===== src/rtl/demux64x1_8_wr_if.sv =====
// Write-request channel for demux64x1_8_wr: valid/ready handshake carrying
// a destination index and a data word.
interface demux64x1_8_wr_if #(
    parameter int WIDTH = 64
);
    logic             wr_valid;
    logic             wr_ready;
    logic [2:0]       wr_sel;
    logic [WIDTH-1:0] wr_data;

    modport master (output wr_valid, output wr_sel, output wr_data, input wr_ready);
    modport slave  (input wr_valid, input wr_sel, input wr_data, output wr_ready);
endinterface


===== src/rtl/demux64x1_8_wr.sv =====
// Registered 1-to-8 write distributor: capture stage, then commit into one of eight holding registers.
// Optional macro DEMUX_ZERO_REG_EN turns entry 7 into a hardwired zero register.
module demux64x1_8_wr #(
    parameter int               WIDTH     = 64,
    parameter logic [WIDTH-1:0] RESET_VAL = '0
) (
    input  logic               clk,
    input  logic               reset_n,
    demux64x1_8_wr_if.slave    wr,
    input  logic               stall,
    input  logic [7:0]         clr,
    output logic [WIDTH-1:0]   out0,
    output logic [WIDTH-1:0]   out1,
    output logic [WIDTH-1:0]   out2,
    output logic [WIDTH-1:0]   out3,
    output logic [WIDTH-1:0]   out4,
    output logic [WIDTH-1:0]   out5,
    output logic [WIDTH-1:0]   out6,
    output logic [WIDTH-1:0]   out7,
    output logic [7:0]         written,
    output logic               wr_ack,
    output logic [2:0]         ack_sel
);

    logic             s1_valid_q, s1_valid_d;
    logic [2:0]       s1_sel_q,   s1_sel_d;
    logic [WIDTH-1:0] s1_data_q,  s1_data_d;
    logic [WIDTH-1:0] out_q [8];
    logic [WIDTH-1:0] out_d [8];
    logic [7:0]       written_q,  written_d;
    logic             wr_ack_q,   wr_ack_d;
    logic [2:0]       ack_sel_q,  ack_sel_d;

    logic             commit;
    logic             handshake;
    logic [7:0]       entry_we;

    assign commit      = s1_valid_q && !stall;
    assign wr.wr_ready = !s1_valid_q || !stall;
    assign handshake   = wr.wr_valid && wr.wr_ready;

    generate
        for (genvar gi = 0; gi < 8; gi++) begin : g_dec
            assign entry_we[gi] = commit && (s1_sel_q == 3'(gi));
        end
    endgenerate

    // A new capture takes priority over draining, so back-to-back requests stream at one per cycle.
    always_comb begin
        s1_valid_d = s1_valid_q;
        s1_sel_d   = s1_sel_q;
        s1_data_d  = s1_data_q;
        if (handshake) begin
            s1_valid_d = 1'b1;
            s1_sel_d   = wr.wr_sel;
            s1_data_d  = wr.wr_data;
        end else if (commit) begin
            s1_valid_d = 1'b0;
        end
    end

    // Commit sets the flag after clearing so a same-edge write beats clr.
    always_comb begin
        written_d = written_q & ~clr;
        for (int i = 0; i < 8; i++) begin
            out_d[i] = out_q[i];
            if (entry_we[i]) begin
                out_d[i]     = s1_data_q;
                written_d[i] = 1'b1;
            end
        end
`ifdef DEMUX_ZERO_REG_EN
        out_d[7]     = '0;
        written_d[7] = 1'b0;
`endif
    end

    always_comb begin
        wr_ack_d  = commit;
        ack_sel_d = commit ? s1_sel_q : ack_sel_q;
    end

    always_ff @(posedge clk or negedge reset_n) begin
        if (!reset_n) begin
            s1_valid_q <= 1'b0;
            s1_sel_q   <= 3'd0;
            s1_data_q  <= '0;
            for (int i = 0; i < 8; i++) begin
                out_q[i] <= RESET_VAL;
            end
`ifdef DEMUX_ZERO_REG_EN
            out_q[7]   <= '0;
`endif
            written_q  <= 8'h00;
            wr_ack_q   <= 1'b0;
            ack_sel_q  <= 3'd0;
        end else begin
            s1_valid_q <= s1_valid_d;
            s1_sel_q   <= s1_sel_d;
            s1_data_q  <= s1_data_d;
            for (int i = 0; i < 8; i++) begin
                out_q[i] <= out_d[i];
            end
            written_q  <= written_d;
            wr_ack_q   <= wr_ack_d;
            ack_sel_q  <= ack_sel_d;
        end
    end

    assign out0    = out_q[0];
    assign out1    = out_q[1];
    assign out2    = out_q[2];
    assign out3    = out_q[3];
    assign out4    = out_q[4];
    assign out5    = out_q[5];
    assign out6    = out_q[6];
    assign out7    = out_q[7];
    assign written = written_q;
    assign wr_ack  = wr_ack_q;
    assign ack_sel = ack_sel_q;

endmodule


===== src/flat_wrapper.sv =====
// flat-port wrapper written by rule: the top's interface ports become plain ports
module demux64x1_8_wr_flat 
#(
    parameter int               WIDTH     = 64,
    parameter logic [WIDTH-1:0] RESET_VAL = '0
)
  (clk, reset_n, stall, clr, out0, out1, out2, out3, out4, out5, out6, out7, written, wr_ack, ack_sel, wr_wr_valid, wr_wr_sel, wr_wr_data, wr_wr_ready);
  demux64x1_8_wr_if #(.WIDTH(WIDTH)) wr_i ();
  input  logic clk;
  input  logic reset_n;
  input  logic stall;
  input  logic [7:0] clr;
  output logic [WIDTH-1:0] out0;
  output logic [WIDTH-1:0] out1;
  output logic [WIDTH-1:0] out2;
  output logic [WIDTH-1:0] out3;
  output logic [WIDTH-1:0] out4;
  output logic [WIDTH-1:0] out5;
  output logic [WIDTH-1:0] out6;
  output logic [WIDTH-1:0] out7;
  output logic [7:0] written;
  output logic wr_ack;
  output logic [2:0] ack_sel;
  input wire logic [$bits(wr_i.wr_valid)-1:0] wr_wr_valid;
  input wire logic [$bits(wr_i.wr_sel)-1:0] wr_wr_sel;
  input wire logic [$bits(wr_i.wr_data)-1:0] wr_wr_data;
  output wire logic [$bits(wr_i.wr_ready)-1:0] wr_wr_ready;
  assign wr_i.wr_valid = wr_wr_valid;
  assign wr_i.wr_sel = wr_wr_sel;
  assign wr_i.wr_data = wr_wr_data;
  assign wr_wr_ready = wr_i.wr_ready;
  demux64x1_8_wr #(.WIDTH(WIDTH), .RESET_VAL(RESET_VAL)) u_core (.clk(clk), .reset_n(reset_n), .wr(wr_i), .stall(stall), .clr(clr), .out0(out0), .out1(out1), .out2(out2), .out3(out3), .out4(out4), .out5(out5), .out6(out6), .out7(out7), .written(written), .wr_ack(wr_ack), .ack_sel(ack_sel));
endmodule

===== config.mk =====
export PLATFORM = sky130hd
export DESIGN_NAME = demux64x1_8_wr_flat
export DESIGN_NICKNAME = d
export VERILOG_FILES = /design/src/rtl/demux64x1_8_wr_if.sv /design/src/rtl/demux64x1_8_wr.sv /design/src/flat_wrapper.sv
export SDC_FILE = /design/constraint.sdc
export NUM_CORES = 1
export LEC_CHECK = 0
export ABC_CLOCK_PERIOD_IN_PS = 2300
export CAP_MARGIN = 10
export CORE_AREA = 2 2 232 234
export CTS_BUF_LIST = sky130_fd_sc_hd__clkbuf_8
export DETAILED_ROUTE_END_ITERATION = 8
export DIE_AREA = 0 0 234 236
export PLACE_DENSITY = 0.71
export SLEW_MARGIN = 5
export SYNTH_ARGS = -nofsm -noshare
export SYNTH_HDL_FRONTEND = slang
export SYNTH_SLANG_ARGS = --single-unit

===== constraint.sdc =====
create_clock -name clk -period 2.3 [get_ports clk]
set_clock_uncertainty 0.05 [all_clocks]
set_input_delay 0.69 -clock clk [delete_from_list [all_inputs] [get_ports clk]]
set_output_delay 0.69 -clock clk [all_outputs]
set_load 0.05 [all_outputs]

==> out/metrics.yaml <==
max_freq_ghz: 0.455
clk_pin_slew_worst_paths_ns: 0.06
drive_gt1_share_pct: 63.2
synth_seq_cells: 592
path_buf_inv: 1
reg2reg_depth: 4
period_share_pct: 95.5
drc: 0
dp_slack_ns: -0.411
end_kind: "output pin"
hpwlAfterDp_um: 45000
rr_endpoint: "u_core.out6[19]"
tightestPinTransition_ns: 0.593
rr_startpoint: "u_core.s1_valid_q"
syn_inst: 1272
die_w_um: 234
rsz0062_at_grt: "false"
root_buffer: "clkbuf_8"
critPathKind: "flop to output pin"
first_global_vias: 14800
status: "finished clean"
gp_congestion: 0.830
drv_slew: 0
wl_met3_um: 4550
numCtsBuffers: 99
cts.sinks: 592
clk_latency_ns: 0.69
crit_arrival_ns: 1.46
syn_nets: 1351
portBuffers: 603
placedCellCount: 2567
met1Wirelength_um: 24600
hp-start: "stall"
crit_start: "u_core.out7[49]"
clockBufferDepth: 3
die-area_mm2: 0.0552
num_rows: 85
finalSetupViolations: 0
route.met2.wl_um: 31800
avgViaCountPerCell: 5.01
critPathLaunchType: "flop"
grt_max_degree: 69
post_cts_buffers: 0
first_pass_iters: 4
hold_end: "u_core.s1_valid_q"
htree_levels: 3
cp_max_fo: 2
min_path_type: "input port to flop"
synth_seq_area_share_pct: 67.0
final_cell_area_mm2: 0.0313
syn_area_mm2: 0.0221
yosys_warnings: 0
initial_core_util_pct: 41.7
slew_headroom_pct: 60.4
nNetsFinal: 2052
syn_to_final_growth_pct: 41.4
drt_iter0_markers: 575
placed_area_mm2: 0.0288
drv_cap: 0
syn_avg_cell_area_um2: 17.4
ioPinCount: 604
grt_pass1_wl_um: 95200
critPathRequiredTime_ns: 1.56
cpMaxStageDelayCell: "dfrtp_1"
finalCriticalPeriod_ns: 2.20
instances_no_fill: 2758
hold_viol_final: 0
rrSetupSlack_ns: 0.45
top_layer: "met4"
finalSetupTns_ns: 0
die_h_um: 236
crit_chain: "clkdlybuf4s15_2"
ant_nets: 0
routed_wl_um: 63600
layout_setup_ws_ns: 0.104
cts_tree: "built"
antenna_found_initial: 6
max_stage_delay_ns: 0.39
core_mm2: 0.0531
track_usage_pct: 23.3
wl_per_cell_um: 23.1
hold_path_depth: 3
yosysUniqueCellTypes: 18
num_vias: 13800
overflow: 0
crit_family: "flip-flops"
[per-stage QoR]
stage                     utilization (%)  hold slack, ns
after floorplan                         -           0.344
after global placement               54.2           0.412
after detailed placement             54.2           0.419
after CTS                            58.9           0.433
after global routing                 58.9           0.349
final                                58.9           0.378
[cells by family (layout without fill, tap and decap cells)]
group                  Yosys count  after routing  share of synthesized area, %
AOI/OAI and AO/OA                8              8                         0.226
buffers and inverters           73            858                          2.66
other                            0              5                             0
muxes                          581            581                          29.6
and+or+nand+nor                 18             18                         0.554
DFF                            592            592                          67.0
[sequential cells by signal, summed over array words and instances (netlist names), 64 cells and up]
register,count
u_core.out3,64
u_core.out6,64
u_core.out1,64
u_core.out7,64
u_core.out5,64
u_core.out4,64
u_core.out0,64
u_core.s1_data_q,64
u_core.out2,64
[area by class of cell]
cell class	instances	area (µm²)
Timing Repair Buffer	664	6630
Tap cell	696	871
Clock buffer	137	1890
Multi-Input combinational cell	607	6760
Clock inverter	48	256
Fill cell	4077	21800
Antenna cell	5	12.5
Sequential cell	592	14800
Inverter	9	33.8
[worst reg2reg max path, stage by stage (launching register included)]
cell	delay (ns)
dfrtp_1	0.41
nor3b_2	0.30
and3_4	0.38
buf_12	0.22
mux2_2	0.37
[cells in the mapped netlist]
cell type  count  area [µm²]
dfrtp_1      592       14800
mux2_2       558        6280
buf_6         33         372
mux2_1        23         259
buf_2         18        90.1
buf_4         12        90.1
inv_1          9        33.8
nand2_1        5        18.8
a21o_1         4        30.0
o21ai_0        4        20.0
nand3b_1       3        22.5
nor3b_2        3        37.5
and3_1         2        12.5
nand2b_1       2        12.5
and2_1         1        6.26
and3b_1        1        8.76
clkbuf_1       1        3.75
nor2_1         1        3.75
[layer usage]
layer  vias to the layer above  global-route usage (%)
li1                       5945                       -
met1                      7266                    27.5
met2                       484                    38.8
met3                       128                    6.65
met4                         0                    11.3
met5                         -                       0
[how the worst max path moves through the flow]
stage,to,slack [ns],cells after the start
after global placement,u_core.out3[36],-0.37,6
after detailed placement,u_core.out3[4],-0.41,6
after floorplan,u_core.s1_data_q[33],0.11,6
final,out7[49],0.10,1
after global routing,out7[49],0.02,1
after CTS,wr_wr_ready,0.01,3
[timing repair]
item                       4_1_cts  5_1_grt
hold buffers                     1        0
setup endpoints to repair      269        1
resized for setup              805        1
cloned                           0        0
hold endpoints to repair        36        0
[cells in the final DEF (no fill, tap or decap)]
cell               n
nor3b_2            1
inv_1             47
clkinv_2           4
nor3b_4            2
mux2_2           558
and2_4             1
clkdlybuf4s15_2  268
diode_2            5
buf_12            35
and3b_1            1
o21ai_0            4
dlymetal6s2s_1     1
nand2_2            1
nand2b_1           2
clkdlybuf4s50_1   76
dfrtp_1          592
inv_6              3
nand2_1            2
bufinv_16          2
buf_8              1
nor2_1             1
clkinvlp_4         1
dlygate4sd3_1      1
and3_4             2
nand2_4            2
a21o_1             4
mux2_1            23
clkbuf_8         137
buf_4            282
nand3b_1           3
Power is not shown: default switching activity piles up to over one toggle a cycle in this logic, so the estimate is an artifact.
